`config.mk`:
```
export PLATFORM = sky130hd
export DESIGN_NAME = instruction_fetch_flat
export DESIGN_NICKNAME = d
export VERILOG_FILES = /design/src/rtl/instruction_fetch_if.sv /design/src/rtl/instruction_fetch.sv /design/src/flat_wrapper.sv
export SDC_FILE = /design/constraint.sdc
export NUM_CORES = 1
export LEC_CHECK = 0
export CAP_MARGIN = 30
export CORE_MARGIN = 3
export CORE_UTILIZATION = 45
export CTS_CLUSTER_DIAMETER = 120
export DETAILED_ROUTE_END_ITERATION = 10
export GPL_TIMING_DRIVEN = 0
export PLACE_DENSITY = 0.72
export SETUP_SLACK_MARGIN = 0.05
export SYNTH_ARGS = -nofsm -noshare
export SYNTH_HDL_FRONTEND = slang
export SYNTH_SLANG_ARGS = --single-unit
```
`constraint.sdc`:
```
create_clock -name clk -period 7.8 [get_ports clk]
set_clock_uncertainty 0.05 [all_clocks]
set_input_delay 1.56 -clock clk [delete_from_list [all_inputs] [get_ports clk]]
set_output_delay 1.56 -clock clk [all_outputs]
set_load 0.02 [all_outputs]
```
`src/rtl/instruction_fetch_if.sv`:
```
// Fetch-stage signal bundle: instruction-memory request bus, branch redirect
// input and the decode-facing instruction handshake. The fetch stage is the
// master; memory, the redirect source and decode together form the slave side.
// Handshake semantics:
//   - IMemReq/IMemAck: IMemReq holds IMemAddr stable until a one-cycle
//     IMemAck returns IMemData.
//   - InstrValid/InstrReady: the head entry transfers on any rising edge
//     where both are 1. InstrValid never depends on InstrReady.
interface instruction_fetch_if;
  logic        IMemReq;
  logic [63:0] IMemAddr;
  logic        IMemAck;
  logic [31:0] IMemData;
  logic        PCSrc;
  logic [63:0] BranchAddress;
  logic [31:0] InstructionI;
  logic [63:0] AddressI;
  logic        InstrValid;
  logic        InstrReady;

  modport master (
    output IMemReq, IMemAddr, InstructionI, AddressI, InstrValid,
    input  IMemAck, IMemData, PCSrc, BranchAddress, InstrReady
  );

  modport slave (
    input  IMemReq, IMemAddr, InstructionI, AddressI, InstrValid,
    output IMemAck, IMemData, PCSrc, BranchAddress, InstrReady
  );
endinterface

```
`src/rtl/instruction_fetch.sv`:
```
// LEGv8 instruction fetch stage. Issues one memory request at a time and
// buffers returned words in a DEPTH-entry queue for decode. A redirect
// (PCSrc) flushes the queue, and any request still in flight is marked
// stale: it is completed on the bus but its data is discarded.
module instruction_fetch #(
  parameter logic [63:0] RESET_PC = 64'h0,
  parameter int          DEPTH    = 2
) (
  input  logic                 clk,
  input  logic                 rst_n,
  instruction_fetch_if.master  bus,
  output logic [1:0]           dbg_state
);
  localparam int PTR_W = (DEPTH > 1) ? $clog2(DEPTH) : 1;
  localparam int CNT_W = $clog2(DEPTH + 1);
  localparam logic [PTR_W-1:0] LAST_PTR = PTR_W'(DEPTH - 1);
  localparam logic [CNT_W-1:0] FULL_CNT = CNT_W'(DEPTH);

  // FETCH: idle, may launch. WAIT: live request. DROP: stale request.
  typedef enum logic [1:0] {FETCH = 2'd0, WAIT = 2'd1, DROP = 2'd2} state_e;

  state_e           state, state_nxt;
  logic [63:0]      pc;
  logic [63:0]      imem_addr_q;
  logic [31:0]      q_instr [DEPTH];
  logic [63:0]      q_addr  [DEPTH];
  logic [PTR_W-1:0] rd_ptr, wr_ptr, rd_ptr_inc;
  logic [CNT_W-1:0] count;
  logic [31:0]      head_instr;
  logic [63:0]      head_addr;
  logic             redirect, launch, push, pop;
  logic [63:0]      target;

  function automatic logic [PTR_W-1:0] ptr_inc(input logic [PTR_W-1:0] p);
    return (p == LAST_PTR) ? '0 : p + PTR_W'(1);
  endfunction

  assign target     = {bus.BranchAddress[63:2], 2'b00};
  assign redirect   = bus.PCSrc;
  // A request is only launched with room left, so a push never meets a full queue.
  assign launch     = (state == FETCH) && !redirect && (count < FULL_CNT);
  // A redirect in the ack cycle discards the word.
  assign push       = (state == WAIT) && bus.IMemAck && !redirect;
  // A flush overrides a pop in the same cycle.
  assign pop        = (count != '0) && bus.InstrReady && !redirect;
  assign rd_ptr_inc = ptr_inc(rd_ptr);

  // State register.
  always_ff @(posedge clk or negedge rst_n) begin
    if (!rst_n) state <= FETCH;
    else        state <= state_nxt;
  end

  // Next-state logic: every ack returns to FETCH; a redirect mid-request turns it stale.
  always_comb begin
    state_nxt = state;
    unique case (state)
      FETCH:   if (launch) state_nxt = WAIT;
      WAIT:    if (bus.IMemAck) state_nxt = FETCH;
               else if (redirect) state_nxt = DROP;
      DROP:    if (bus.IMemAck) state_nxt = FETCH;
      default: state_nxt = FETCH;
    endcase
  end

  // FSM outputs: the request is live in any non-idle state, so reset drops it at once.
  always_comb begin
    bus.IMemReq = (state != FETCH);
    dbg_state   = state;
  end

  // PC and request address: redirects always retarget the PC, even in WAIT/DROP.
  always_ff @(posedge clk or negedge rst_n) begin
    if (!rst_n) begin
      pc          <= RESET_PC;
      imem_addr_q <= 64'h0;
    end else if (redirect) begin
      pc <= target;
    end else if (launch) begin
      imem_addr_q <= pc;
      pc          <= pc + 64'd4;
    end
  end

  // Queue pointers and occupancy; a flush empties the queue.
  always_ff @(posedge clk or negedge rst_n) begin
    if (!rst_n) begin
      rd_ptr <= '0;
      wr_ptr <= '0;
      count  <= '0;
    end else if (redirect) begin
      rd_ptr <= '0;
      wr_ptr <= '0;
      count  <= '0;
    end else begin
      if (push) wr_ptr <= ptr_inc(wr_ptr);
      if (pop)  rd_ptr <= rd_ptr_inc;
      if (push && !pop)      count <= count + CNT_W'(1);
      else if (pop && !push) count <= count - CNT_W'(1);
    end
  end

  // Queue storage: payload only, validity is tracked by count.
  always_ff @(posedge clk) begin
    if (push) begin
      q_instr[wr_ptr] <= bus.IMemData;
      q_addr[wr_ptr]  <= imem_addr_q;
    end
  end

  // Registered head: it tracks the next head entry, and it holds its last value when the queue empties.
  always_ff @(posedge clk or negedge rst_n) begin
    if (!rst_n) begin
      head_instr <= 32'h0;
      head_addr  <= 64'h0;
    end else if (!redirect) begin
      if (pop && (count > CNT_W'(1))) begin
        head_instr <= q_instr[rd_ptr_inc];
        head_addr  <= q_addr[rd_ptr_inc];
      end else if (push && ((count == '0) || pop)) begin
        head_instr <= bus.IMemData;
        head_addr  <= imem_addr_q;
      end
    end
  end

  assign bus.IMemAddr     = imem_addr_q;
  assign bus.InstrValid   = (count != '0);
  assign bus.InstructionI = head_instr;
  assign bus.AddressI     = head_addr;
endmodule

```
`src/flat_wrapper.sv`:
```
// flat-port wrapper written by rule: the top's interface ports become plain ports
module instruction_fetch_flat 
#(
  parameter logic [63:0] RESET_PC = 64'h0,
  parameter int          DEPTH    = 2
)
  (clk, rst_n, dbg_state, bus_IMemReq, bus_IMemAddr, bus_InstructionI, bus_AddressI, bus_InstrValid, bus_IMemAck, bus_IMemData, bus_PCSrc, bus_BranchAddress, bus_InstrReady);
  instruction_fetch_if bus_i ();
  input  logic clk;
  input  logic rst_n;
  output logic [1:0] dbg_state;
  output wire logic [$bits(bus_i.IMemReq)-1:0] bus_IMemReq;
  output wire logic [$bits(bus_i.IMemAddr)-1:0] bus_IMemAddr;
  output wire logic [$bits(bus_i.InstructionI)-1:0] bus_InstructionI;
  output wire logic [$bits(bus_i.AddressI)-1:0] bus_AddressI;
  output wire logic [$bits(bus_i.InstrValid)-1:0] bus_InstrValid;
  input wire logic [$bits(bus_i.IMemAck)-1:0] bus_IMemAck;
  input wire logic [$bits(bus_i.IMemData)-1:0] bus_IMemData;
  input wire logic [$bits(bus_i.PCSrc)-1:0] bus_PCSrc;
  input wire logic [$bits(bus_i.BranchAddress)-1:0] bus_BranchAddress;
  input wire logic [$bits(bus_i.InstrReady)-1:0] bus_InstrReady;
  assign bus_IMemReq = bus_i.IMemReq;
  assign bus_IMemAddr = bus_i.IMemAddr;
  assign bus_InstructionI = bus_i.InstructionI;
  assign bus_AddressI = bus_i.AddressI;
  assign bus_InstrValid = bus_i.InstrValid;
  assign bus_i.IMemAck = bus_IMemAck;
  assign bus_i.IMemData = bus_IMemData;
  assign bus_i.PCSrc = bus_PCSrc;
  assign bus_i.BranchAddress = bus_BranchAddress;
  assign bus_i.InstrReady = bus_InstrReady;
  instruction_fetch #(.RESET_PC(RESET_PC), .DEPTH(DEPTH)) u_core (.clk(clk), .rst_n(rst_n), .bus(bus_i), .dbg_state(dbg_state));
endmodule
```
After elaboration in Yosys (flattened, before gate mapping)
Memory sizes are Yosys's and may differ from the RTL's. Cells that the tools add are included.

Muxes and demuxes: 22. Reductions and logical operators: 26. Bitwise logic cells: 1. Add/sub/neg operators: 5. Equal/unequal tests: 5. Magnitude comparators: 2.

Operators with widths (count): two-way mux 64 bit (4); adder 64 x 3 -> 64 bit (second input constant) (1); two-way mux 32 bit (2); two-way mux 2 bit (7); nonzero test 2 bit (6); logical AND 1 bit (10); two-way mux 1 bit (8); case mux 2 bit (3 select lines) (1); zero test 2 bit (2); AND reduction 2 bit (2); zero test 1 bit (3); != test 3 bit (second input constant) (1); AND reduction 3 bit (1); nonzero test 3 bit (1); adder 1 bit (second input constant) (2); adder 2 x 1 -> 2 bit (second input constant) (1); == test 2 x 1 -> 1 bit (second input constant) (1); == test 2 bit (second input constant) (1); greater-than comparator 2 x 1 -> 1 bit (second input constant) (1); < comparator 2 bit (second input constant) (1); != test 2 x 1 -> 1 bit (second input constant) (1); != test 2 bit (second input constant) (1); subtractor 2 x 1 -> 2 bit (second input constant) (1); logical OR 1 bit (1); NOT 1 bit (1).

Input bits: 101. Logic and storage cells: 71. Memories: 2. Register bits: 230. Output and inout bits: 164. Bits in writable memories: 192.

Memories: u_core.q_addr (words 2, bits a word 64, rd ports 1, clocked after memory_dff 0, write ports 1, RTL line instruction_fetch.sv:26) `logic [63:0] q_addr [DEPTH];`; u_core.q_instr (words 2, bits a word 32, rd ports 1, clocked after memory_dff 0, write ports 1, RTL line instruction_fetch.sv:25) `logic [31:0] q_instr [DEPTH];`.

Depth between registers and ports, before layout
Gate-level depths: netlist of the first run.

Depth after elaboration: 8. Depth in mapped cells: 11. Depth with buffers taken out: 7.

Worst setup path before layout of the first run
No wires, ideal clock.

Kind: input-to-reg. Start: input bus_PCSrc. End: memory u_core.q_addr[1][10] (enable). Buffers on the path: 3. Cell stages on the path: 4. Data required time: 7.069 ns. Arrival time: 9.026 ns. Library setup time: 0.681 ns. Setup slack: -1.958 ns. Path through: clkbuf_1 buf_1 clkbuf_1 nor3b_1.

Cells in the longest elaborated chain, start to end: 4.

Ends and longest elaborated chain: from (decl) (RTL line flat_wrapper.sv:19) `input wire logic [$bits(bus_i.PCSrc)-1:0] bus_PCSrc;`; zero test 1 bit (RTL line instruction_fetch.sv:43) `assign push = (state == WAIT) && bus.IMemAck && !redirect;`; logical AND 1 bit (RTL line instruction_fetch.sv:43); two-way mux 1 bit (RTL line instruction_fetch.sv:105) `if (push) begin`; two-way mux 1 bit (implied by the code) (RTL line instruction_fetch.sv:107) `q_addr[wr_ptr] <= imem_addr_q;`; to (decl) (RTL line instruction_fetch.sv:26).

No other way between the ends.

Worst setup path after layout of the first run
Start: input bus_InstrReady. End: register u_core.head_addr[20] (netlist: u_core.bus.AddressI[20]).

Cells in the longest elaborated chain, start to end: 6.

Ends and longest elaborated chain: from (decl) (RTL line flat_wrapper.sv:21) `input wire logic [$bits(bus_i.InstrReady)-1:0] bus_InstrReady;`; logical AND 1 bit * (2 in a row) (RTL line instruction_fetch.sv:45) `assign pop = (count != '0) && bus.InstrReady && !redirect;`; logical OR 1 bit (RTL line instruction_fetch.sv:120) `end else if (push && ((count == '0) || pop)) begin`; logical AND 1 bit (RTL line instruction_fetch.sv:120); nonzero test 2 bit (no source line); AND reduction 2 bit (no source line); to (signal assigned) (RTL line instruction_fetch.sv:119) `head_addr <= q_addr[rd_ptr_inc];`; to (signal assigned) (RTL line instruction_fetch.sv:122) `head_addr <= imem_addr_q;`; to (decl) (RTL line instruction_fetch.sv:30) `logic [63:0] head_addr;`.

Mark *: on every way between the ends. The rest lies on a longest branch, timed or not. A chain may end at the register's enable or synchronous reset.

==> results of run 1 <==
layout make-up:
class	instances	share of cell area, %
Clock buffer	64	5.77
Sequential cell	412	50.4
Tap cell	511	2.86
Clock inverter	13	0.958
Timing Repair Buffer	275	12.9
Buffer	82	1.47
Inverter	7	0.118
Multi-Input combinational cell	927	25.6
sequential cells by signal, summed over array words and instances (netlist names):
name	cells
u_core.bus.AddressI	62
u_core.q_instr	64
u_core.pc	62
u_core.bus.InstructionI	32
u_core.wr_ptr	1
u_core.bus.IMemAddr	62
u_core.q_addr	124
u_core.count	2
u_core.rd_ptr	1
u_core.dbg_state	2
worst paths after layout:
check,depth (start not counted),endpoint,slack (ns),start
min reg2reg,2,u_core.bus.InstructionI[25],0.42,u_core.bus.InstructionI[25]
max,10,u_core.bus.AddressI[20],2.91,bus_InstrReady
min in group asynchronous,1,u_core.bus.InstructionI[30],1.05,rst_n
max reg2reg,11,u_core.bus.AddressI[20],3.62,u_core.count[1]
min,2,u_core.bus.InstructionI[25],0.42,u_core.bus.InstructionI[25]
max in group asynchronous,2,u_core.bus.IMemAddr[21],5.51,rst_n
per-stage QoR:
step                      cells  TNS [ns]  utilization, %  hold slack, ns
final                      2291         0            59.2           0.424
after global routing       2291         0            59.2           0.446
after CTS                  2291         0            59.2           0.433
after detailed placement   2214         0            55.2           0.419
after global placement     2197  -1428.16            54.4           0.413
after floorplan            1428         0               -           0.450
worst min-delay path: stages (launching register included):
cell and delay [ns]:
dfrtp_1 0.34, nand2_1 0.04, o21ai_0 0.05
cells in the mapped netlist, types with 2 or more instances:
master / instances
and3_1: 16
and4_1: 9
buf_4: 5
a31oi_1: 12
xor2_1: 18
edfxtp_1: 188
o21ai_0: 124
inv_1: 7
nand3_1: 31
nor3_1: 16
o21ai_1: 15
a221o_1: 2
nand2_1: 167
nor2b_1: 11
nor4_1: 10
mux2i_1: 98
ha_1: 3
o31a_1: 3
o31ai_1: 2
xnor2_1: 26
nor4_2: 7
buf_1: 11
dfrtp_1: 224
a22oi_1: 6
nand2b_1: 2
and2_1: 4
nor2_1: 121
maj3_1: 2
a21oi_1: 97
or3_1: 7
mux2_2: 63
clkbuf_1: 65
nand4_1: 28
or4_1: 8
power by group:
group          switching [W]  internal, W  total, W
Clock               0.000815      0.00134   0.00215
Combinational        0.00129      0.00117   0.00246
Sequential          0.000469      0.00284   0.00331
cells by family (layout without fill, tap and decap cells):
logic type | Yosys count | after routing | share of synthesized area, %
flip-flops | 412 | 412 | 65.1
XOR/XNOR | 44 | 44 | 2.23
AND/OR/NAND/NOR | 446 | 446 | 12.3
AO/OA/AOI/OAI | 267 | 267 | 8.16
multiplexers | 161 | 161 | 9.78
buffers and inverters | 89 | 441 | 2.05
adder cells (fa/ha/maj) | 5 | 5 | 0.333
other | 1 | 4 | 0.0217
routing by layer:
metal,vias to the layer above,part of all wire (%)
met5,-,0.015
met4,2,2.0
met3,67,5.5
met2,407,48
met1,6196,45
li1,5802,-
==> run_results.csv, run 1 <==
group,metric,value,unit
run_status,outcome,"finished clean",
setup_path,crit_fanout,10,
cells_and_area,seqCellArea,11300,um^2
pwr,p_leak,8.34,nW
cells_and_area,fill_cells,3071,
drt,drt_iter0_markers,830,
floorplanning,die_y,202,um
logic_synthesis,async_reset_ff_share,54.4,%
drt,viasPerCell,5.44,
cells_and_area,layout_common_cells,"clkdlybuf4s50_1 (257), dfrtp_1 (224), edfxtp_1 (188)",
logic_synthesis,ys_warn_count,0,
drt,drt_first_pass_iters,5,
clock_tree,cts.path.max_buffers,3,
cells_and_area,layout-drive-gt1-share,9.21,%
clock_tree,cts_root_buf,"clkbuf_16",
pwr,ir_drop,0.164,mV
global_route,busiest_layer,"met2",
timing,final_hold_viol_count,0,
setup_path,crit_chain,"clkdlybuf4s50_1 -> nor2b_1 -> clkbuf_1 -> nand3_1 -> o31a_1 -> clkbuf_1 -> clkbuf_1 -> clkbuf_1 -> nand2_1 -> o21ai_0",
setup_path,critPathMostFrequentCell,"clkbuf_1",
clock_tree,ctsHoldBuffers,0,
global_route,grt_antenna_before_repair,1,
logic_synthesis,netlist.area_leader.share,32.7,%
logic_synthesis,netlist_instances,1425,
global_route,met3_usage,3.77,%
global_route,grt_max_degree,122,
drt,remaining_drc_errors,0,
clock_tree,clkTransAtPathRegs,0.06,ns
floorplanning,dieWidth,202,um
timing,relSlewSlack,38.0,%
global_route,grt_use_met2,36.8,%
logic_synthesis,synthTopCellsByArea,"edfxtp_1 (33%), dfrtp_1 (32%), mux2i_1 (5.7%)",
setup_path,start_kind,"primary input",
pwr,power,0.00792,W
clock_tree,cts_tree,"done",
logic_synthesis,synth_area_leader_cell,"edfxtp_1",
cells_and_area,area_delta_synth_final,29.2,%
logic_synthesis,synth_cell_type_count,51,
setup_path,critPathArrivalTime,5.29,ns
setup_path,critPathRequiredTime,8.20,ns
logic_synthesis,ys.flop_type,"dfrtp_1",
cells_and_area,layout.nets,1851,
floorplanning,dieArea,40800,um^2
global_route,grt_pass1_wl,73300,um
run,maxCapViolations,0,
clock_tree,post-cts-setup-buffers,0,
setup_path,path_class,"primary input to flop",
floorplanning,core_region_area,37800,um^2
place,placed_cell_area,20800,um^2
setup_path,max_stage_delay,0.77,ns
clock_tree,cts_buffers,42,
min_path,min_path_type,"flop to flop",
place,pre_cts_slack,2.34,ns
timing,min_period,4.89,ns
logic_synthesis,synth_edf_count,188,
place,hpwl,33800,um
logic_synthesis,synth.avg_cell_area,12.1,um^2
floorplanning,rows,71,
setup_path,cp_top_family,"buffers and inverters",
drt,antenna_left,0,
global_route,grt_pass1_vias,12400,
setup_path,path_buf_inv,5,
global_route,grt-ovfl-total,0,
cells_and_area,diodes,0,
place,gp_congestion,0.930,
setup_path,slowest_stage,"o31a_1",
floorplanning,io_pins,265,
timing,grt_setup_unrepaired,"no",
clock_tree,clk_latency,0.55,ns
timing,finalSetupViolCount,0,
logic_synthesis,ys_seq_elements,412,
cells_and_area,design_area,22300,um^2
clock_tree,cts_max_level,2,
drt,vias,12500,
logic_synthesis,ys_seq_area_share,65.1,%
logic_synthesis,synth_area,17300,um^2
cells_and_area,multi_input_area,5710,um^2
place,io_buffers,258,
clock_tree,cts_resized,0,
timing,clock.fmax,205,MHz
global_route,track_usage,22.9,%
cells_and_area,final_common_cell,"clkdlybuf4s50_1",
timing,finalCritPeriodShare,62.7,%
floorplanning,start_util,45.8,%
drt,post_drt_wl_per_cell,20.6,um
pwr,powerDensity,355,nW/um^2
setup_path,end_kind,"flop",
global_route,use_met1,32.8,%
timing,worstMarginPinSlew,0.930,ns
drt,wirelength,47200,um
clock_tree,cts_sinks,412,
timing,finalMaxSlewViolations,0,
timing,worst_slack,2.91,ns
Note: power is estimated with default switching activity, not from simulation.
==> inputs of run 2 (changes only) <==
- PLACE_DENSITY: 0.72 -> 0.7
- clock period: 7.8 -> 4.6 ns (I/O delays scaled with it)
==> run_results.csv, run 2 (synthesized netlist as in run 1, its figures left out) <==
group,metric,value,unit
place,pre_cts_slack,-0.227,ns
setup_path,end_kind,"flop",
global_route,grt-ovfl-total,0,
pwr,powerDensity,588,nW/um^2
floorplanning,start_util,45.8,%
timing,finalSetupViolCount,0,
clock_tree,clkTransAtPathRegs,0.06,ns
place,hpwl,33700,um
timing,relSlewSlack,39.9,%
clock_tree,cts_max_level,2,
timing,finalMaxSlewViolations,0,
clock_tree,ctsHoldBuffers,0,
place,gp_congestion,0.945,
cells_and_area,reg.largest.list,"u_core.q_addr (124), u_core.q_instr (64)",
timing,worstMarginPinSlew,0.902,ns
setup_path,crit_fanout,10,
floorplanning,io_pins,265,
clock_tree,cts.path.max_buffers,3,
global_route,grt_antenna_before_repair,1,
clock_tree,clk_latency,0.55,ns
cells_and_area,fill_cells,3101,
cells_and_area,seqCellArea,11300,um^2
drt,post_drt_wl_per_cell,20.2,um
drt,wirelength,46300,um
timing,clock.fmax,239,MHz
pwr,p_leak,8.29,nW
cells_and_area,layout.nets,1850,
clock_tree,cts_root_buf,"clkbuf_16",
drt,vias,12400,
timing,final_hold_viol_count,0,
clock_tree,cts_resized,0,
floorplanning,die_y,202,um
clock_tree,cts_tree,"done",
drt,remaining_drc_errors,0,
place,io_buffers,258,
run_status,outcome,"finished clean",
drt,antenna_left,0,
cells_and_area,layout_common_cells,"clkdlybuf4s50_1 (257), dfrtp_1 (224), edfxtp_1 (188)",
global_route,track_usage,22.5,%
global_route,grt_pass1_vias,12500,
timing,finalCritPeriodShare,90.9,%
run,maxCapViolations,0,
clock_tree,cts_buffers,42,
min_path,min_path_type,"primary input to asynchronous set/reset pin",
setup_path,start_kind,"primary input",
drt,drt_iter0_markers,796,
cells_and_area,area_delta_synth_final,28.7,%
floorplanning,core_region_area,37800,um^2
cells_and_area,largest_register,"u_core.q_addr",
global_route,grt_pass1_wl,72500,um
cells_and_area,largest_register_ffs,124,
setup_path,critPathRequiredTime,5.00,ns
clock_tree,cts_sinks,412,
cells_and_area,layout-drive-gt1-share,8.88,%
timing,grt_setup_unrepaired,"no",
place,placed_cell_area,20900,um^2
global_route,grt_max_degree,104,
timing,min_period,4.18,ns
cells_and_area,final_common_cell,"clkdlybuf4s50_1",
floorplanning,rows,71,
setup_path,path_class,"primary input to flop",
floorplanning,dieWidth,202,um
setup_path,critPathArrivalTime,4.58,ns
cells_and_area,design_area,22200,um^2
pwr,ir_drop,0.269,mV
floorplanning,dieArea,40800,um^2
timing,worst_slack,0.420,ns
clock_tree,post-cts-setup-buffers,0,
drt,drt_first_pass_iters,5,
drt,viasPerCell,5.40,
cells_and_area,utilization,58.9,%
cells_and_area,multi_input_area,5710,um^2
-- run 2: cell count changes in the layout (fill, tap and decap cells not counted), sizes merged --
cell	delta
clkinv	+8
diode	+1
clkinvlp	-1
bufinv	-4
buf	-1
clkbuf	-2
-- run 2: cell type report --
class	count	area share, %
timing repair buffer	274	13.3
clock buffer	62	5.44
multi-input combinational	927	25.7
buffer	82	1.47
sequential	412	50.6
clock inverter	16	0.557
inverter	7	0.118
tap	511	2.87
antenna	1	0.0113
-- run 2: critical path, stage by stage --
cell and delay (ns):
clkdlybuf4s50_1 0.48, nor2b_1 0.16, clkbuf_1 0.18, nand3_1 0.50, o31a_1 0.70, clkbuf_1 0.32, buf_8 0.20, clkbuf_1 0.46
clkbuf_1 0.44, nand2_1 0.09, o21ai_0 0.09
-- run 2: final timing paths --
check / start / endpoint / slack, ns / cells past startpoint
min in group clk: u_core.bus.AddressI[34] / u_core.bus.AddressI[34] / 0.42 / 2
worst max-delay path: bus_InstrReady / u_core.bus.AddressI[22] / 0.42 / 11
max in group asynchronous: rst_n / u_core.bus.AddressI[7] / 3.04 / 3
worst max register to register: u_core.count[1] / u_core.bus.AddressI[22] / 0.45 / 12
worst min-delay path: rst_n / u_core.bus.AddressI[48] / 0.21 / 1
worst min register to register: u_core.bus.AddressI[34] / u_core.bus.AddressI[34] / 0.42 / 2
-- run 2: metrics by stage --
| stage | power, W | hold WS (ns) | setup TNS, ns | cells |
|---|---|---|---|---|
| 6_report | 0.0131 | 0.206 | 0 | 2292 |
| 5_1_grt | 0.0137 | 0.233 | 0 | 2292 |
| 4_1_cts | 0.0132 | 0.216 | 0 | 2291 |
| 3_5_place_dp | 0.00988 | 0.420 | -3.83 | 2213 |
| 3_3_place_gp | 0.00976 | 0.412 | -2433.53 | 2197 |
| 2_1_floorplan | 0.00764 | 0.450 | -218.67 | 1428 |
-- run 2: report_power, final --
part / internal [W] / switching (W)
Sequential: 0.00482 / 0.000803
Clock: 0.00193 / 0.00137
Combinational: 0.00199 / 0.00217
Total: 0.00874 / 0.00434
-- run 2: layer usage --
metal	vias to the layer above	share of wire (%)	track usage, %	wire [um]
met5	-	0	0	0
met4	0	3.3	8.15	1520
met3	92	5.0	3.11	2310
met2	397	47	36.3	21900
met1	6080	45	31.6	20600
li1	5799	-	-	-
